[src/rtl/button_conditioner.sv]
// rtl/button_conditioner.sv - synchronise, debounce and press-pulse three push-buttons
// Up/down auto-repeat while held; center pulses once per press.
module button_conditioner #(
  parameter int DEBOUNCE_CYCLES     = 1_000_000,
  parameter int REPEAT_DELAY_CYCLES = 50_000_000,
  parameter int REPEAT_RATE_CYCLES  = 10_000_000
) (
  input  logic       IN_clk,
  input  logic       IN_rst_n,
  input  logic       IN_up_button,
  input  logic       IN_down_button,
  input  logic       IN_center_button,
  output logic       OUT_up_pulse,
  output logic       OUT_down_pulse,
  output logic       OUT_center_pulse,
  output logic [2:0] OUT_button_state
);

  localparam int MAX_A = (DEBOUNCE_CYCLES > REPEAT_DELAY_CYCLES) ? DEBOUNCE_CYCLES : REPEAT_DELAY_CYCLES;
  localparam int MAX_P = (MAX_A > REPEAT_RATE_CYCLES) ? MAX_A : REPEAT_RATE_CYCLES;
  localparam int CW    = $clog2(MAX_P);

  localparam logic [CW-1:0] DB_LAST  = CW'(DEBOUNCE_CYCLES - 1);
  localparam logic [CW-1:0] DLY_LAST = CW'(REPEAT_DELAY_CYCLES - 1);
  localparam logic [CW-1:0] RPT_LAST = CW'(REPEAT_RATE_CYCLES - 1);

  typedef enum logic [1:0] {ST_IDLE, ST_DELAY, ST_REPEAT} state_t;

  // Channel index: 0 = up, 1 = down, 2 = center
  logic [2:0]    raw;
  logic [2:0]    sync1_q, sync2_q;
  logic [2:0]    stable_q, stable_d;
  logic [CW-1:0] db_cnt_q [3];
  logic [CW-1:0] db_cnt_d [3];
  logic [2:0]    rise;
  state_t        state_q [2];
  state_t        state_d [2];
  logic [CW-1:0] rpt_cnt_q [2];
  logic [CW-1:0] rpt_cnt_d [2];
  logic [2:0]    pulse_q, pulse_d;

  assign raw = {IN_center_button, IN_down_button, IN_up_button};

  always_comb begin
    for (int i = 0; i < 3; i++) begin
      stable_d[i] = stable_q[i];
      db_cnt_d[i] = '0;
      if (sync2_q[i] != stable_q[i]) begin
        if (db_cnt_q[i] == DB_LAST) begin
          stable_d[i] = ~stable_q[i];
        end else begin
          db_cnt_d[i] = db_cnt_q[i] + 1'b1;
        end
      end
    end
  end

  // Press is detected on the next-state value so the pulse leaves with the level change.
  assign rise = stable_d & ~stable_q;

  always_comb begin
    pulse_d = '0;
    for (int i = 0; i < 2; i++) begin
      state_d[i]   = state_q[i];
      rpt_cnt_d[i] = rpt_cnt_q[i];
      case (state_q[i])
        ST_IDLE: begin
          if (rise[i]) begin
            pulse_d[i]   = 1'b1;
            state_d[i]   = ST_DELAY;
            rpt_cnt_d[i] = '0;
          end
        end
        ST_DELAY, ST_REPEAT: begin
          // A release wins over a terminal count landing on the same edge.
          if (!stable_d[i]) begin
            state_d[i]   = ST_IDLE;
            rpt_cnt_d[i] = '0;
          end else if (rpt_cnt_q[i] == ((state_q[i] == ST_DELAY) ? DLY_LAST : RPT_LAST)) begin
            pulse_d[i]   = 1'b1;
            state_d[i]   = ST_REPEAT;
            rpt_cnt_d[i] = '0;
          end else begin
            rpt_cnt_d[i] = rpt_cnt_q[i] + 1'b1;
          end
        end
        default: begin
          state_d[i]   = ST_IDLE;
          rpt_cnt_d[i] = '0;
        end
      endcase
    end
    pulse_d[2] = rise[2];
  end

  always_ff @(posedge IN_clk or negedge IN_rst_n) begin
    if (!IN_rst_n) begin
      sync1_q   <= '0;
      sync2_q   <= '0;
      stable_q  <= '0;
      db_cnt_q  <= '{default: '0};
      state_q   <= '{default: ST_IDLE};
      rpt_cnt_q <= '{default: '0};
      pulse_q   <= '0;
    end else begin
      sync1_q   <= raw;
      sync2_q   <= sync1_q;
      stable_q  <= stable_d;
      db_cnt_q  <= db_cnt_d;
      state_q   <= state_d;
      rpt_cnt_q <= rpt_cnt_d;
      pulse_q   <= pulse_d;
    end
  end

  assign OUT_up_pulse     = pulse_q[0];
  assign OUT_down_pulse   = pulse_q[1];
  assign OUT_center_pulse = pulse_q[2];
  assign OUT_button_state = stable_q;

endmodule

[config.mk]
export PLATFORM = sky130hd
export DESIGN_NAME = button_conditioner
export DESIGN_NICKNAME = d
export VERILOG_FILES = /design/src/rtl/button_conditioner.sv
export SDC_FILE = /design/constraint.sdc
export NUM_CORES = 1
export LEC_CHECK = 0
export ABC_CLOCK_PERIOD_IN_PS = 3700
export CAP_MARGIN = 10
export CORE_MARGIN = 3
export CORE_UTILIZATION = 40
export CTS_CLUSTER_SIZE = 12
export DETAILED_ROUTE_END_ITERATION = 6
export PLACE_DENSITY = 0.62
export SYNTH_ARGS = -nofsm -noshare
export SYNTH_HDL_FRONTEND = slang
export SYNTH_SLANG_ARGS = --single-unit
[constraint.sdc]
create_clock -name IN_clk -period 3.7 [get_ports IN_clk]
set_input_delay 0.74 -clock IN_clk [delete_from_list [all_inputs] [get_ports IN_clk]]
set_output_delay 0.74 -clock IN_clk [all_outputs]
set_load 0.02 [all_outputs]
==> metrics.md <==
| Metric | Value |
|---|---|
| P_leak | `between 3 and 4 nW` |
| Later-pin clock latency in the skew report | `420 ps` |
| Pint | `approximately 2.9 mW` |
| Syn Inst Count | `823` |
| Worst R2R End | `rpt_cnt_q[18]$_DFFE_PN0P_` |
| Final min period | `roughly 3000 ps` |
| Hold Vio Cnt, Final | `0` |
| Synth warn | `0` |
| Total gr overflow | `0` |
| Hold Crit Class | `input port to asynchronous set/reset pin` |
| Metal-1 WL | `7890 um` |
| Switching power | `0.733 mW` |
| Slew headroom | `between 20 and 30%` |
| Antenna-violating nets left | `0` |
| Vias/cell | `5.48` |
| Core ar. | `approximately 0.018 mm2` |
| CTS clk-pin slew, worst paths | `~60 ps` |
| H-tree depth | `4` |
| GRT Util Overall | `between 10% and 20%` |
| Drt total wl | `15,500 um` |
| Commonest non-fill, non-tap cell in the layout | `dfrtp_1` |
| Met2 WL post-DR | `~7000 um` |
| Switching Share | `20.4%` |
| Cell taking the most area after synthesis | `dfrtp_1` |
| Sequential area share after synthesis | `between 40% and 50%` |
| Syn_nets | `roughly 840` |
| Fill cells | `approximately 1.7k` |
| Part of the power in registers | `45.0%` |
| Highest-count cells in the layout ignoring fill and taps | `dfrtp_1, nor2_1, nand2_1, nand3_1, xor2_1` |
| Pin count of the biggest net entering global routing | `89` |
| FF-to-FF Start | `db_cnt_q[39]$_DFF_PN0_` |
| Residual DRC | `0` |
| CTS Buf Count | `17` |
| Yosys reg bits | `between 100 and 150` |
| Die X | `144 um` |
| Clk root buf | `clkbuf_16` |
| Kind of critical path | `register to register` |
| Placer congestion estimate | `just over 0.8` |
| Ys flop type | `dfrtp_1` |
| Arr. time, crit path | `3350 ps` |
| Max Clk Rate | `about 0.33 GHz` |
| Crit Path Max Fanout | `26` |
| Maxcap violations | `0` |
| Initial Util | `approximately two fifths` |
| Area growth syn-to-layout | `13.8%` |
| Async SR Flop Fraction | `100%` |
| Data required, critical path | `about 4000 ps` |
| Clock buffer depth | `2` |
| Total Nets Final | `roughly 860` |
| Final setup violation count | `0` |
| Total negative slack | `0 ps` |
| I/O pin count | `11` |
| Unrepaired setup endpoints after global routing | `no` |
| DP Area | `~0.0080 mm2` |
| First-pass DRT Iterations | `5` |
| Pwr/cell area | `between 400 and 500 mW/mm2` |
| Hold buffers post-CTS | `0` |
| ANT cells | `0` |
| Synth top area share | `a little under half` |
| Post-Syn Area | `around 0.0076 mm2` |
| Flop2flop setup slack | `around 650 ps` |
| WL per Instance | `around 14 um` |
| Critical Path End Type | `register` |
| Rows | `between 40 and 50` |
| Vias in the first global route | `~5.7k` |
| Setup crit start | `db_cnt_q[39]$_DFF_PN0_` |
| Fin area | `about 0.0087 mm2` |
| Slew Limit Fails | `0` |
| Comb pwr share | `under 10%` |
| Final period utilization | `82.3%` |
| Clock Sinks | `~150` |
| R2R cell count | `6` |
| CTS tree | `done` |
| Detailed router's first-iteration violation count | `between 300 and 400` |
| Peak VDD IR | `about 350 uV` |
| Syn Area/Cell | `9.26 um2` |
| Status | `completed` |
| First-pass GRT wire length | `27,100 um` |
| CP Launch Type | `register` |
| Synth top area cells | `dfrtp_1, nor2_1, nand3_1, xor2_1, nand2_1` |
| CP endpoint | `rpt_cnt_q[18]$_DFFE_PN0P_` |
| HPWL after detailed placement | `between 10,000 and 15,000 um` |
| Clock skew | `10.9 ps` |
| Port bufs | `10` |
| Part of the power in the clock network | `between 50% and 60%` |
| EDFF count, synth | `0` |
| DR vias | `just under 6k` |
| Die Y | `~140 um` |
| Post-synthesis cell type count | `61` |
| Die area | `approximately 0.021 mm2` |
| Initial antenna violation count | `0` |
| Post-CTS Setup Bufs | `0` |
| Worst Tran Pin Value | `about 1100 ps` |
| Met3 Wirelength | `501 um` |
| Layout cells sized above 1 | `6.67%` |
| Max layer used | `met4` |
| Post_cts resized | `0` |
-- synthesized netlist by cell type, types with 9 or more instances --
master and instances:
nor2_1 112, ha_1 11, nor4_1 16, inv_1 22, xor2_1 38, and2_1 12, nand4_1 30, nand3_1 75
dfrtp_1 146, clkbuf_1 14, and4_1 9, a22o_1 14, and3_1 20, nor3_1 26, xnor2_1 32, a21oi_1 15
nand2_1 85, or3_1 20, o21ai_0 28
-- cell families after synthesis --
family,share of synthesized area [%]
AND/OR/NAND/NOR,30.4
flip-flops,47.9
AO/OA/AOI/OAI,9.13
XOR/XNOR,8.05
buffers and inverters,2.23
adder cells (fa/ha/maj),1.81
multiplexers,0.427
-- flip-flops by register name, summed over array words and instances (netlist names) --
name and count:
OUT_button_state 3, pulse_q 3, sync2_q 3, rpt_cnt_q 52, state_q 4, db_cnt_q 78, sync1_q 3
-- per-stage QoR --
stage	total power, mW	setup WS (ps)	util (%)	cells	hold WS, ps
after floorplan	1.67	1240	-	823	331
after global placement	1.72	644	43.7	1052	333
after detailed placement	1.72	608	43.7	1052	336
after CTS	3.65	595	47.3	1084	350
after global routing	3.73	405	47.3	1084	352
final	3.60	654	47.3	1084	347
-- power by group through the flow --
stage | clock network (mW) | registers, mW | logic [mW]
after global routing | 2.03 | 1.62 | 0.0803
after floorplan | 0 | 1.65 | 0.0247
after global placement | 0 | 1.65 | 0.0725
after CTS | 1.96 | 1.62 | 0.0725
after detailed placement | 0 | 1.65 | 0.0725
final | 1.91 | 1.62 | 0.0682
-- critical path, cell delays in order (launching register included) --
cell and delay, ps:
dfrtp_1 410, or4_1 540, nor4_1 240, a21boi_0 210, o211ai_2 900, nor2_4 250
a221o_1 360
-- layer usage --
metal	vias up	track usage (%)
met2	91	24.3
met4	0	4.91
met5	-	0
li1	2985	-
met3	13	3.87
met1	2847	22.7
-- worst min-delay path by stage --
| stage | from | end | slack [ps] | depth (start not counted) |
|---|---|---|---|---|
| after floorplan | sync1_q[0]$_DFF_PN0_ | sync2_q[0]$_DFF_PN0_ | 330 | 0 |
| after global placement | sync1_q[1]$_DFF_PN0_ | sync2_q[1]$_DFF_PN0_ | 330 | 0 |
| after global routing | sync1_q[2]$_DFF_PN0_ | sync2_q[2]$_DFF_PN0_ | 350 | 0 |
| after CTS | sync1_q[1]$_DFF_PN0_ | sync2_q[1]$_DFF_PN0_ | 350 | 0 |
| final | IN_rst_n | rpt_cnt_q[38]$_DFFE_PN0P_ | 350 | 1 |
| after detailed placement | sync1_q[1]$_DFF_PN0_ | sync2_q[1]$_DFF_PN0_ | 340 | 0 |
-- layout make-up --
cell class | count | area [um2] | area share, %
flip-flops and latches | 146 | 3650 | 42.1
clock inverters | 11 | 199 | 2.29
repair buffers | 21 | 196 | 2.26
multi-input cells | 634 | 3800 | 43.8
well taps | 229 | 287 | 3.30
inverters | 22 | 82.6 | 0.952
clock buffers | 21 | 460 | 5.31
Note: power is estimated with default switching activity, not from simulation.
